### src/rtl/prog_loader.sv
// prog_loader: framed byte-stream loader for the 16x8 program memory.
// Ports: clk, rst_n, rx_data/rx_valid/rx_ready (byte input handshake),
//   prog_we/prog_addr/prog_wdata (memory write port),
//   cpu_hold, load_done, load_error (status to top level).
module prog_loader #(
    parameter logic [7:0] SYNC_BYTE      = 8'hA5,
    parameter int         ADDR_W         = 4,
    parameter int         TIMEOUT_CYCLES = 1200000
) (
    input  logic              clk,
    input  logic              rst_n,
    input  logic [7:0]        rx_data,
    input  logic              rx_valid,
    output logic              rx_ready,
    output logic              prog_we,
    output logic [ADDR_W-1:0] prog_addr,
    output logic [7:0]        prog_wdata,
    output logic              cpu_hold,
    output logic              load_done,
    output logic              load_error
);

    localparam int TO_W = $clog2(TIMEOUT_CYCLES + 1);
    localparam logic [TO_W-1:0] TO_LAST = TO_W'(TIMEOUT_CYCLES - 1);

    typedef enum logic [1:0] {
        IDLE,
        DATA,
        CKSUM,
        EVAL
    } state_t;

    state_t state_q, state_d;
    logic [ADDR_W-1:0] cnt_q, cnt_d;
    logic [7:0]        sum_q, sum_d;
    logic [TO_W-1:0]   to_q, to_d;
    logic              match_q, match_d;
    logic              we_q, we_d;
    logic [ADDR_W-1:0] addr_q, addr_d;
    logic [7:0]        wdata_q, wdata_d;
    logic              hold_q, hold_d;
    logic              done_q, done_d;
    logic              err_q, err_d;
    logic              accept;
    logic              to_hit;

    assign rx_ready   = (state_q != EVAL);
    assign accept     = rx_valid && rx_ready;
    assign to_hit     = (to_q == TO_LAST);
    assign prog_we    = we_q;
    assign prog_addr  = addr_q;
    assign prog_wdata = wdata_q;
    assign cpu_hold   = hold_q;
    assign load_done  = done_q;
    assign load_error = err_q;

    always_comb begin
        state_d = state_q;
        cnt_d   = cnt_q;
        sum_d   = sum_q;
        to_d    = to_q;
        match_d = match_q;
        we_d    = 1'b0;
        addr_d  = addr_q;
        wdata_d = wdata_q;
        hold_d  = hold_q;
        done_d  = 1'b0;
        err_d   = err_q;
        unique case (state_q)
            IDLE: begin
                if (accept && rx_data == SYNC_BYTE) begin
                    state_d = DATA;
                    hold_d  = 1'b1;
                    err_d   = 1'b0;
                    cnt_d   = '0;
                    sum_d   = '0;
                    to_d    = '0;
                end
            end
            DATA: begin
                if (accept) begin
                    we_d    = 1'b1;
                    addr_d  = cnt_q;
                    wdata_d = rx_data;
                    sum_d   = sum_q + rx_data;
                    cnt_d   = cnt_q + 1'b1;
                    to_d    = '0;
                    if (cnt_q == {ADDR_W{1'b1}}) begin
                        state_d = CKSUM;
                    end
                end else if (to_hit) begin
                    // Sender stalled: abandon frame, keep CPU held.
                    state_d = IDLE;
                    err_d   = 1'b1;
                    to_d    = '0;
                    cnt_d   = '0;
                end else begin
                    to_d = to_q + 1'b1;
                end
            end
            CKSUM: begin
                if (accept) begin
                    state_d = EVAL;
                    match_d = ((sum_q + rx_data) == 8'h00);
                    to_d    = '0;
                end else if (to_hit) begin
                    state_d = IDLE;
                    err_d   = 1'b1;
                    to_d    = '0;
                    cnt_d   = '0;
                end else begin
                    to_d = to_q + 1'b1;
                end
            end
            EVAL: begin
                state_d = IDLE;
                cnt_d   = '0;
                if (match_q) begin
                    done_d = 1'b1;
                    hold_d = 1'b0;
                end else begin
                    err_d = 1'b1;
                end
            end
            default: state_d = IDLE;
        endcase
    end

    always_ff @(posedge clk or negedge rst_n) begin
        if (!rst_n) begin
            state_q <= IDLE;
            cnt_q   <= '0;
            sum_q   <= '0;
            to_q    <= '0;
            match_q <= 1'b0;
            we_q    <= 1'b0;
            addr_q  <= '0;
            wdata_q <= '0;
            hold_q  <= 1'b0;
            done_q  <= 1'b0;
            err_q   <= 1'b0;
        end else begin
            state_q <= state_d;
            cnt_q   <= cnt_d;
            sum_q   <= sum_d;
            to_q    <= to_d;
            match_q <= match_d;
            we_q    <= we_d;
            addr_q  <= addr_d;
            wdata_q <= wdata_d;
            hold_q  <= hold_d;
            done_q  <= done_d;
            err_q   <= err_d;
        end
    end

endmodule

### config.mk
export PLATFORM = sky130hd
export DESIGN_NAME = prog_loader
export DESIGN_NICKNAME = d
export VERILOG_FILES = /design/src/rtl/prog_loader.sv
export SDC_FILE = /design/constraint.sdc
export NUM_CORES = 1
export LEC_CHECK = 0
export ABC_CLOCK_PERIOD_IN_PS = 4210
export CAP_MARGIN = 15
export CORE_MARGIN = 2
export CORE_UTILIZATION = 55
export DETAILED_ROUTE_END_ITERATION = 6
export HOLD_SLACK_MARGIN = 0.03
export PLACE_DENSITY = 0.77
export SLEW_MARGIN = 15
export SYNTH_ARGS = -nofsm -noshare
export SYNTH_HDL_FRONTEND = slang
export SYNTH_SLANG_ARGS = --single-unit
export TNS_END_PERCENT = 10
### constraint.sdc
create_clock -name clk -period 4.21 [get_ports clk]
set_input_delay 0.842 -clock clk [delete_from_list [all_inputs] [get_ports clk]]
set_output_delay 0.842 -clock clk [all_outputs]
set_load 0.1 [all_outputs]
==> results of run 1 <==
-- through the flow --
stage / area [um2] / utilization [%]
2_1_floorplan: 3070 / -
3_3_place_gp: 3390 / 62.4
6_report: 3480 / 63.9
5_1_grt: 3480 / 63.9
4_1_cts: 3480 / 63.9
3_5_place_dp: 3390 / 62.4
-- logic make-up (layout without fill, tap and decap cells) --
group	Yosys count	count (layout)	share of synthesized area, %
AO/OA/AOI/OAI	67	67	15.4
XOR/XNOR	12	12	3.42
adder cells (fa/ha/maj)	14	14	5.94
buffers and inverters	19	44	2.81
flip-flops	52	52	42.3
multiplexers	21	21	7.37
AND/OR/NAND/NOR	119	119	22.7
-- how the worst max path moves through the flow --
stage | end | start | cells past startpoint | slack (ps)
final | match_q | rx_data[0] | 8 | 1050
after detailed placement | match_q | rx_data[0] | 8 | 790
after global placement | match_q | rx_data[0] | 8 | 880
after floorplan | match_q | rx_data[0] | 7 | 1470
after global routing | match_q | rx_data[0] | 8 | 980
after CTS | match_q | rx_data[0] | 8 | 1090
-- worst register-to-register path, stage by stage, from the launching register on --
cell,delay (ps)
dfrtp_1,400
ha_1,240
fa_1,430
a211oi_1,290
or4b_2,190
nand4_1,120
or4_1,550
o31ai_1,210
-- flip-flops by register name (all words and copies together), names as in the netlist --
register / cells
prog_we: 1
prog_wdata: 8
load_error: 1
sum_q: 8
prog_addr: 4
state_q: 2
cpu_hold: 1
cnt_q: 4
load_done: 1
match_q: 1
to_q: 21
-- cells in the mapped netlist, types with 2 or more instances --
master and instances:
and4bb_2 2, nand4_1 10, nand3_1 15, inv_1 8, or4bb_1 2, nand2_1 29
o31ai_1 2, mux2i_1 8, or2_2 2, o211ai_1 4, a211oi_2 2, a22o_1 9
mux2_2 13, nor2_1 20, o21bai_1 2, dfrtp_1 52, xor2_1 5, nor3_1 3
xnor2_1 7, a41oi_1 2, o21ai_0 15, nor2b_1 2, and2_1 2, nand2b_1 4
a211oi_1 4, and3_1 5, nor4_1 5, a21oi_2 2, nor4_4 2, buf_2 3
a21oi_1 15, a21o_1 4, ha_1 13, clkbuf_1 6, nor3b_1 2, or4_1 4
-- layer usage --
| metal | track usage (%) | routed length, um | vias to the layer above |
|---|---|---|---|
| met5 | 0 | 0 | - |
| met4 | 7.89 | 85 | 0 |
| met3 | 4.32 | 259 | 9 |
| met2 | 34.6 | 2960 | 65 |
| met1 | 33.5 | 3070 | 1190 |
| li1 | - | - | 1176 |
-- final cells by class --
type	count	area share, %
multi-input combinational	233	48.7
sequential	52	37.4
timing repair buffer	29	8.06
tap	72	2.59
clock buffer	5	1.98
inverter	8	0.864
clock inverter	2	0.360
-- power by group --
part	switching [uW]	internal [uW]	leakage, uW	total (uW)
clock	158	113	0.0000400	271
combinational	935	421	0.000731	1360
sequential	68.3	605	0.000690	673
==> impl_results.md, run 1 <==
* Status: finished, final reports clean
* Post-synth net total at 329
* Worst setup margin at 1050 ps
* Post-route DRC at 0
* Starting density of the core at 56.5%
* DRT Pass-1 Iters at 5
* Warnings from Yosys at 0
* CP arrival at 3370 ps
* Cells after synthesis at 304
* Worst-skew pair later-pin latency at 310 ps
* Die H at 78.7 um
* Period utilization at 75.1%
* Share of cells above drive strength 1 at 12.8%
* Pins Over Slew Limit at 0
* Cell Count Post-Placement at 394
* HPWL Detailed at 4600 um
* Diode count at 0
* Worst Min Path Start: to_q[6]
* CP max stage cell: or4_1
* Max-cap check violation count at 0
* Register-to-register setup slack at 1700 ps
* Post-CTS setup buffer count at 0
* Non-filler instance count after layout at 401
* CTS H-tree lvls at 2
* Initial antenna violation count at 0
* CP Class: in -> reg
* Routed Antenna Nets at 0
* Post_cts resized at 0
* Fin. Hold Viols at 0
* Worst vdd ir at 0.657 mV
* FMAX at 316 MHz
* FILL cells at 455
* Syn Area/Cell at 10.1 um2
* Total CTS buffers at 5
* Fin crit period at 3160 ps
* Worst-path fanout max at 4
* Final GP Congestion at 0.932
* Seq cells post-synth at 52
* Chip width at 78.7 um
* Hold Path Class: reg -> reg
* CP top delay family: simple AND/OR/NAND/NOR gates
* Element type at the critical path end: flip-flop
* PortBufs at 27
* Clk root buf: clkbuf_8
* I/O Pins at 28
* Worst r2r src: sum_q[0]
* Vias in the first global route at 2,352
* # setup viols final at 0
* Crit path launch type: primary input
* Worst Hold End: to_q[6]
* Final nets at 354
* Worst reg2reg endpoint: match_q
* Setup tns final at 0 ps
* Routed WL per cell at 15.9 um
* CTS Buffer Depth at 2
* Critical path cell sequence: clkdlybuf4s50_1 > ha_1 > fa_1 > a211oi_1 > or4b_2 > nand4_1 > or4_1 > o31ai_1
* Leakage at 0.00146 uW
* Vias per std cell at 6.08
* Total gr overflow at 0
* CORE AREA at 5440 um2
* Commonest non-fill, non-tap cells in the layout: 52 x dfrtp_1, 29 x nand2_1, 26 x clkdlybuf4s50_1
* Setup slack at placement at 786 ps
* Mapped Area at 3070 um2
* Area grow syn2layout at 13.1%
* Register area at 1300 um2
* RSZ-0062 raised after global routing: false
* Worst path required time at 4420 ps
* Final wirelength at 6370 um
* Post-synth ARST share at 100%
* Total power at 2300 uW
* PD cells at 662 nW/um2
* Via count at 2,440
* R2R cell count at 7
* CTS tree: yes
* Global-route wire length before repair at 11,200 um
* WHS Path Cells at 1
* Hold slack final at 485 ps
* Overall global routing resource usage at 23.0%
* # hold bufs at CTS at 0
* Multi-input logic area at 1690 um2
* Synth area leaders: dfrtp_1 42%, ha_1 5.3%, mux2_2 4.8%
* Worst path bufs/invs at 1
* Clock-pin slew on the worst setup and hold paths at 90 ps
* Die area at 6200 um2
* Seq/Total Area, Yosys at 42.3%
* Tightest Pin Transition at 1010 ps
* Most common cell after layout, fill and taps aside: dfrtp_1
* Synth area leader: dfrtp_1
* Synth top area share at 42.3%
* Clock skew at 9.49 ps
* Slew HR at 32.8%
* First DRT Iteration DRCs at 134
* Post-synth EDFFs at 0
* Clk sink count at 52
* CP max stage delay at 550 ps
* Ys flop type: dfrtp_1
* Std-Cell Rows at 27
* Largest net degree at the start of global routing at 53
* Distinct cells, synth at 55
Power figures use the tool's default switching activity.
==> run 2, diff against run 1 <==
--- a/config.mk
+++ b/config.mk
@@ -5,13 +5,13 @@
 export SDC_FILE = /design/constraint.sdc
 export NUM_CORES = 1
 export LEC_CHECK = 0
-export ABC_CLOCK_PERIOD_IN_PS = 4210
+export ABC_CLOCK_PERIOD_IN_PS = 2740
 export CAP_MARGIN = 15
 export CORE_MARGIN = 2
-export CORE_UTILIZATION = 55
+export CORE_UTILIZATION = 52
 export DETAILED_ROUTE_END_ITERATION = 6
 export HOLD_SLACK_MARGIN = 0.03
-export PLACE_DENSITY = 0.77
+export PLACE_DENSITY = 0.76
 export SLEW_MARGIN = 15
 export SYNTH_ARGS = -nofsm -noshare
 export SYNTH_HDL_FRONTEND = slang
==> constraint.sdc (replaced) <==
create_clock -name clk -period 2.74 [get_ports clk]
set_input_delay 0.548 -clock clk [delete_from_list [all_inputs] [get_ports clk]]
set_output_delay 0.548 -clock clk [all_outputs]
set_load 0.1 [all_outputs]
==> impl_results.md, run 2 (same netlist as run 1, synthesis figures left out) <==
* Status: finished, final reports clean
* Largest reg by FF count: to_q
* Max reg flops at 21
* Initial antenna violation count at 0
* Slew HR at 55.7%
* Area grow syn2layout at 17.1%
* Worst path required time at 2960 ps
* RSZ-0062 raised after global routing: false
* # setup viols final at 0
* Non-filler instance count after layout at 418
* CP arrival at 2880 ps
* PortBufs at 27
* Multi-input logic area at 1710 um2
* Clock skew at 6.64 ps
* CP Class: in -> reg
* Cell Count Post-Placement at 410
* Fin crit period at 2660 ps
* FILL cells at 487
* Commonest non-fill, non-tap cells in the layout: 52 x dfrtp_1, 35 x buf_4, 29 x nand2_1
* Hold Path Class: in -> async
* I/O Pins at 28
* CTS H-tree lvls at 2
* Diode count at 0
* Pins Over Slew Limit at 0
* CP top delay family: simple AND/OR/NAND/NOR gates
* Chip width at 80.9 um
* FMAX at 376 MHz
* Global-route wire length before repair at 11,900 um
* Most common cell after layout, fill and taps aside: dfrtp_1
* Worst vdd ir at 0.850 mV
* CP max stage cell: or4_1
* Routed Antenna Nets at 0
* PD cells at 1050 nW/um2
* HPWL Detailed at 5070 um
* Total CTS buffers at 5
* Period utilization at 97.0%
* Worst reg2reg endpoint: match_q
* Overall global routing resource usage at 23.6%
* Element type at the critical path end: flip-flop
* Fin. Hold Viols at 0
* Worst-skew pair later-pin latency at 310 ps
* Share of cells above drive strength 1 at 23.1%
* Std-Cell Rows at 27
* Total gr overflow at 0
* DRT Pass-1 Iters at 5
* Starting density of the core at 54.8%
* Die area at 6540 um2
* R2R cell count at 7
* Clock-pin slew on the worst setup and hold paths at 90 ps
* CTS Buffer Depth at 2
* Worst-path fanout max at 4
* Worst path bufs/invs at 1
* Leakage at 0.00157 uW
* Via count at 2,545
* Largest net degree at the start of global routing at 53
* Vias in the first global route at 2,428
* CTS tree: yes
* Routed WL per cell at 16.8 um
* First DRT Iteration DRCs at 204
* CORE AREA at 5610 um2
* Register area at 1300 um2
* Register-to-register setup slack at 400 ps
* Die H at 80.9 um
* Clk root buf: clkbuf_8
* Tightest Pin Transition at 664 ps
* Setup tns final at 0 ps
* CP max stage delay at 560 ps
* Vias per std cell at 6.09
* Post-route DRC at 0
* Max-cap check violation count at 0
* Worst r2r src: sum_q[0]
* Final GP Congestion at 0.962
* Critical path cell sequence: clkdlybuf4s50_1 > ha_2 > fa_2 > a211oi_2 > or4b_2 > nand4_1 > or4_1 > o31ai_2
* Final nets at 370
* Clk sink count at 52
* Final wirelength at 7030 um
* Crit path launch type: primary input
## run 2: worst max-delay path by stage
stage / endpoint / depth (start not counted) / slack, ps / startpoint
after detailed placement: match_q / 8 / -360 / rx_data[0]
after global placement: match_q / 8 / -270 / rx_data[0]
after global routing: match_q / 6 / 10 / rx_data[0]
final: match_q / 8 / 80 / rx_data[0]
after CTS: match_q / 8 / 50 / rx_data[0]
after floorplan: match_q / 7 / 300 / rx_data[0]
## run 2: cell type report
class                   instances  share of cell area, %
flip-flops and latches         52                   36.2
clock buffers                   5                   1.91
clock inverters                 3                   1.18
repair buffers                 45                   9.94
inverters                       8                  0.834
multi-input cells             233                   47.5
well taps                      72                   2.50
## run 2: report_power, final
group          switching [uW]  internal (uW)  total [uW]
clock                     262            271         533
sequential                114            930        1040
combinational            1480            722        2200
## run 2: through the flow
stage | instance area (um2) | hold slack, ps | total power, uW | worst slack [ps] | util, %
after floorplan | 3070 | 252 | 2670 | 297 | -
after CTS | 3590 | 375 | 3770 | 48.0 | 64.0
after global routing | 3600 | 420 | 4000 | 11.9 | 64.2
final | 3600 | 353 | 3780 | 82.2 | 64.2
after global placement | 3470 | 469 | 3160 | -267 | 61.9
after detailed placement | 3470 | 477 | 3220 | -361 | 61.9
## run 2: repair_timing
item / 4_1_cts / 5_1_grt
gates resized for setup: 1 / 3
endpoints found under the hold margin: 0 / 0
setup endpoints to repair: 1 / 1
hold buffers: 0 / 0
setup buffers: 0 / 0
## run 2: routing by layer
| layer | vias to the layer above | GRT usage [%] | wire length [um] |
|---|---|---|---|
| li1 | 1207 | - | - |
| met1 | 1255 | 33.4 | 3330 |
| met2 | 68 | 36.9 | 3290 |
| met3 | 15 | 4.33 | 302 |
| met4 | 0 | 6.95 | 109 |
| met5 | - | 0 | 0 |
==> RTL change 1, RTL diff (settings of run 1) <==
Change the parameter `TIMEOUT_CYCLES` from 1200000 to 600000.
--- a/src/rtl/prog_loader.sv
+++ b/src/rtl/prog_loader.sv
@@ -5,7 +5,7 @@
 module prog_loader #(
     parameter logic [7:0] SYNC_BYTE      = 8'hA5,
     parameter int         ADDR_W         = 4,
-    parameter int         TIMEOUT_CYCLES = 1200000
+    parameter int         TIMEOUT_CYCLES = 600000
 ) (
     input  logic              clk,
     input  logic              rst_n,
Function: same outputs for any inputs over 10 cycles, from zero or initial values and one cycle with rst_n low; that may be too few to reach the edited logic, so the function may still have changed.
==> RTL change 1 against run 1 <==
Design area down 2.8%. Synthesized area is 2.8% lower. Wire length fell by 4.1%. Worst setup slack improved by 0.11 ns. Power down 0.64%. Sequential cell count decreased by 1. Via count down 1.7%. Critical path type is now reg2out. Largest cell class unchanged.
==> RTL change 1: results <==
export IMPL_status="finished clean"
export IMPL_clk_share_pct=2.59
export IMPL_slowest_delay_ns=1.12
export IMPL_vias=2398
export IMPL_hold_worst_slack_ns=0.478
export IMPL_met2_usage_pct=37.1
export IMPL_path_delay_family="buffers and inverters"
export IMPL_ir_drop_v=0.000470
export IMPL_endpoint="rx_ready"
export IMPL_postSynthAreaPerCell_um2=9.42
export IMPL_dp_cells=405
export IMPL_wl_met1_mm=2.92
export IMPL_largest_register_ffs=20
export IMPL_startpoint="state_q[1]"
export IMPL_nFillCells=432
export IMPL_leakagePower_uw=0.00152
export IMPL_regToRegEndpoint="cnt_q[0]"
export IMPL_nets=367
export IMPL_grt_usage_pct=21.6
export IMPL_num_nonclk_inverters=13
export IMPL_whs_path_depth=2
export IMPL_stdcell_area_mm2=0.00338
export IMPL_drive_gt1_share_pct=10.2
export IMPL_utilization_pct=65.3
export IMPL_critical_path_slowest_cell="clkdlybuf4s50_1"
export IMPL_place_gp_congestion=0.901
export IMPL_hold_end="prog_wdata[4]"
export IMPL_layout_setup_ws_ns=1.16
export IMPL_seq_share_pct=37.8
export IMPL_dp_final_hpwl_mm=4.53
export IMPL_min_from="prog_wdata[4]"
export IMPL_via_per_inst=5.82
export IMPL_seq_area_frac_synth_pct=42.7
export IMPL_slew_headroom_pct=35.2
export IMPL_skew_ns=0.0111
export IMPL_grt_use_met3_pct=3.95
export IMPL_use_met1_pct=28.2
export IMPL_arrival_ns=2.21
export IMPL_p_int_uw=1130
export IMPL_yosysUniqueCellTypes=61
export IMPL_first_iter_violations=153
export IMPL_n_clock_buffer=6
export IMPL_reg2reg_slack_ns=1.64
export IMPL_place_ws_ns=1.00
export IMPL_wirelength_mm=6.11
export IMPL_dpl_instance_area_mm2=0.00329
export IMPL_buffer_area_share_pct=8.30
==> RTL change 1: logic make-up (layout without fill, tap and decap cells) <==
logic type | count (synthesis) | after routing | synth area share (%)
and+or+nand+nor | 138 | 138 | 24.5
AOI/OAI and AO/OA | 76 | 76 | 18.3
adders and majority gates | 14 | 14 | 6.12
muxes | 5 | 5 | 1.84
DFF | 51 | 51 | 42.7
buffers and inverters | 24 | 49 | 3.81
xor gates and xnor gates | 9 | 9 | 2.64
==> RTL change 1: worst reg2reg max path, stage by stage, from the launching register on <==
cell	delay, ns
dfrtp_1	0.45
inv_1	0.10
ha_1	0.33
nand3b_1	0.58
inv_1	0.51
and3_1	0.29
a21oi_1	0.08
a31oi_1	0.14
==> RTL change 1: power groups by stage <==
stage / Sequential, µW / Combinational (µW) / Clock [µW]
finish: 670 / 1330 / 285
global route: 685 / 1450 / 309
CTS: 669 / 1330 / 293
detailed placement: 679 / 1320 / 0
global placement: 673 / 1310 / 0
floorplan: 1000 / 724 / 0
==> RTL change 2, RTL diff (settings of run 1) <==
Made on the original files. Put one more register stage on the output `load_error`, without a reset. The value now appears one clock later. The other outputs are not delayed to match.
--- a/src/rtl/prog_loader.sv
+++ b/src/rtl/prog_loader.sv
@@ -52,7 +52,9 @@
     assign prog_wdata = wdata_q;
     assign cpu_hold   = hold_q;
     assign load_done  = done_q;
-    assign load_error = err_q;
+    always_ff @(posedge clk) begin
+        load_error <= err_q;
+    end
 
     always_comb begin
         state_d = state_q;
Check against the original RTL: same outputs for any inputs over 10 cycles, from zero or initial values and one cycle with rst_n low; that may be too few to reach the edited logic, so the function may still have changed.
==> RTL change 2 against run 1 <==
Design area grew 0.72%. Synthesized area grew 0.65%. Wire length grew 0.96%. Sequential cell count grew 1. Worst setup slack gained 0.027 ns. Non-clock buffer count is the same. Clock skew shrank 0.0017 ns. Power grew 1.3%. Largest cell class unchanged. Largest power group unchanged.
==> RTL change 2: results <==
export IMPL_ys_top_cells_by_area="dfrtp_1 42%, ha_1 5.3%, mux2_2 4.7%, nand2_1 3.5%, mux2i_1 2.6%"
export IMPL_first_iter_violations=136
export IMPL_worstRegToRegCells=7
export IMPL_seq_area_frac_synth_pct=42.7
export IMPL_place_gp_congestion=0.880
export IMPL_via_per_inst=5.97
export IMPL_dr_pass1_iters=4
export IMPL_crit_path_max_fanout=4
export IMPL_worst_pin_slew_ns=0.992
export IMPL_clk_latency_ns=0.31
export IMPL_ir_drop_v=0.000615
export IMPL_nFillCells=480
export IMPL_nets=355
export IMPL_dp_final_hpwl_mm=4.60
export IMPL_wl_met3_um=254
export IMPL_ys_warn_count=0
export IMPL_path_clk_slew_ns=0.10
export IMPL_grt_usage_pct=22.3
export IMPL_synth_fp_nets=330
export IMPL_largest_register_ffs=21
export IMPL_synth_top_area_share_pct=42.1
export IMPL_wirelength_mm=6.43
export IMPL_arrival_ns=3.34
export IMPL_fin_crit_ns=3.13
export IMPL_leakagePower_uw=0.00148
export IMPL_ys_async_sr_fraction_pct=98.1
export IMPL_grt_pass1_vias=2226
export IMPL_clock_path_buffers=2
export IMPL_highest_layer="met4"
export IMPL_wl_met1_mm=3.26
export IMPL_criticalPathCategory="in2reg"
export IMPL_yosysUniqueCellTypes=56
export IMPL_route_met2_wl_mm=2.83
export IMPL_whs_path_depth=0
export IMPL_skew_ns=0.00782
export IMPL_status="finished clean"
export IMPL_cts_made_buffers=5
export IMPL_post_cts_resized_instances=0
export IMPL_drive_gt1_share_pct=12.7
export IMPL_grt_pass1_wl_mm=11.0
export IMPL_place_ws_ns=0.777
export IMPL_regToRegEndpoint="match_q"
[RTL change 2: cell count changes in the layout (fill, tap and decap cells not counted), sizes merged]
cell / run 1 / this run
clkbuf: 5 / 6
dfxtp: 0 / 1
inv: 8 / 9
clkinvlp: 1 / 0
[RTL change 2: worst reg2reg max path, stage by stage, from the launching register on]
cell      delay (ns)
dfrtp_1         0.40
ha_1            0.23
fa_1            0.43
a211oi_1        0.31
or4b_2          0.18
nand4_1         0.11
or4_1           0.54
o31ai_1         0.22
[RTL change 2: kinds of logic after synthesis]
| logic type | share of synthesized area, % |
|---|---|
| flip-flops | 42.7 |
| XOR/XNOR | 3.40 |
| AO/OA/AOI/OAI | 15.3 |
| multiplexers | 7.32 |
| AND/OR/NAND/NOR | 22.6 |
| adder cells (fa/ha/maj) | 5.91 |
| buffers and inverters | 2.79 |
[RTL change 2: worst min path at each step]
stage,startpoint,to,slack [ns]
after global routing,err_q,load_error,0.39
after CTS,err_q,load_error,0.38
after floorplan,err_q,load_error,0.35
after global placement,err_q,load_error,0.35
after detailed placement,err_q,load_error,0.36
final,err_q,load_error,0.38
[RTL change 2: stage by stage]
| stage | utilization [%] | hold slack, ns | total power [µW] | std cells | cell area (µm²) |
|---|---|---|---|---|---|
| 2_1_floorplan | - | 0.347 | 1750 | 305 | 3090 |
| 3_3_place_gp | 62.4 | 0.353 | 2020 | 395 | 3410 |
| 3_5_place_dp | 62.4 | 0.357 | 2040 | 395 | 3410 |
| 4_1_cts | 64.0 | 0.380 | 2340 | 403 | 3500 |
| 5_1_grt | 64.0 | 0.386 | 2480 | 403 | 3500 |
| 6_report | 64.0 | 0.376 | 2330 | 403 | 3500 |
[RTL change 2: layout make-up]
cell class                 instances  share of cell area (%)
inverter                           8                   0.858
clock buffer                       6                    2.07
clock inverter                     2                   0.393
tap                               72                    2.57
multi-input combinational        233                    48.4
sequential                        53                    37.7
timing repair buffer              29                    8.01
[RTL change 2: power breakdown]
group / internal (µW) / switching [µW]
combinational: 421 / 930
clock: 119 / 171
sequential: 619 / 70.9
total: 1160 / 1170
[RTL change 2: metal layers]
layer | up-vias | track usage (%)
li1 | 1183 | -
met1 | 1151 | 33.5
met2 | 61 | 33.1
met3 | 10 | 3.86
met4 | 0 | 6.72
met5 | - | 0
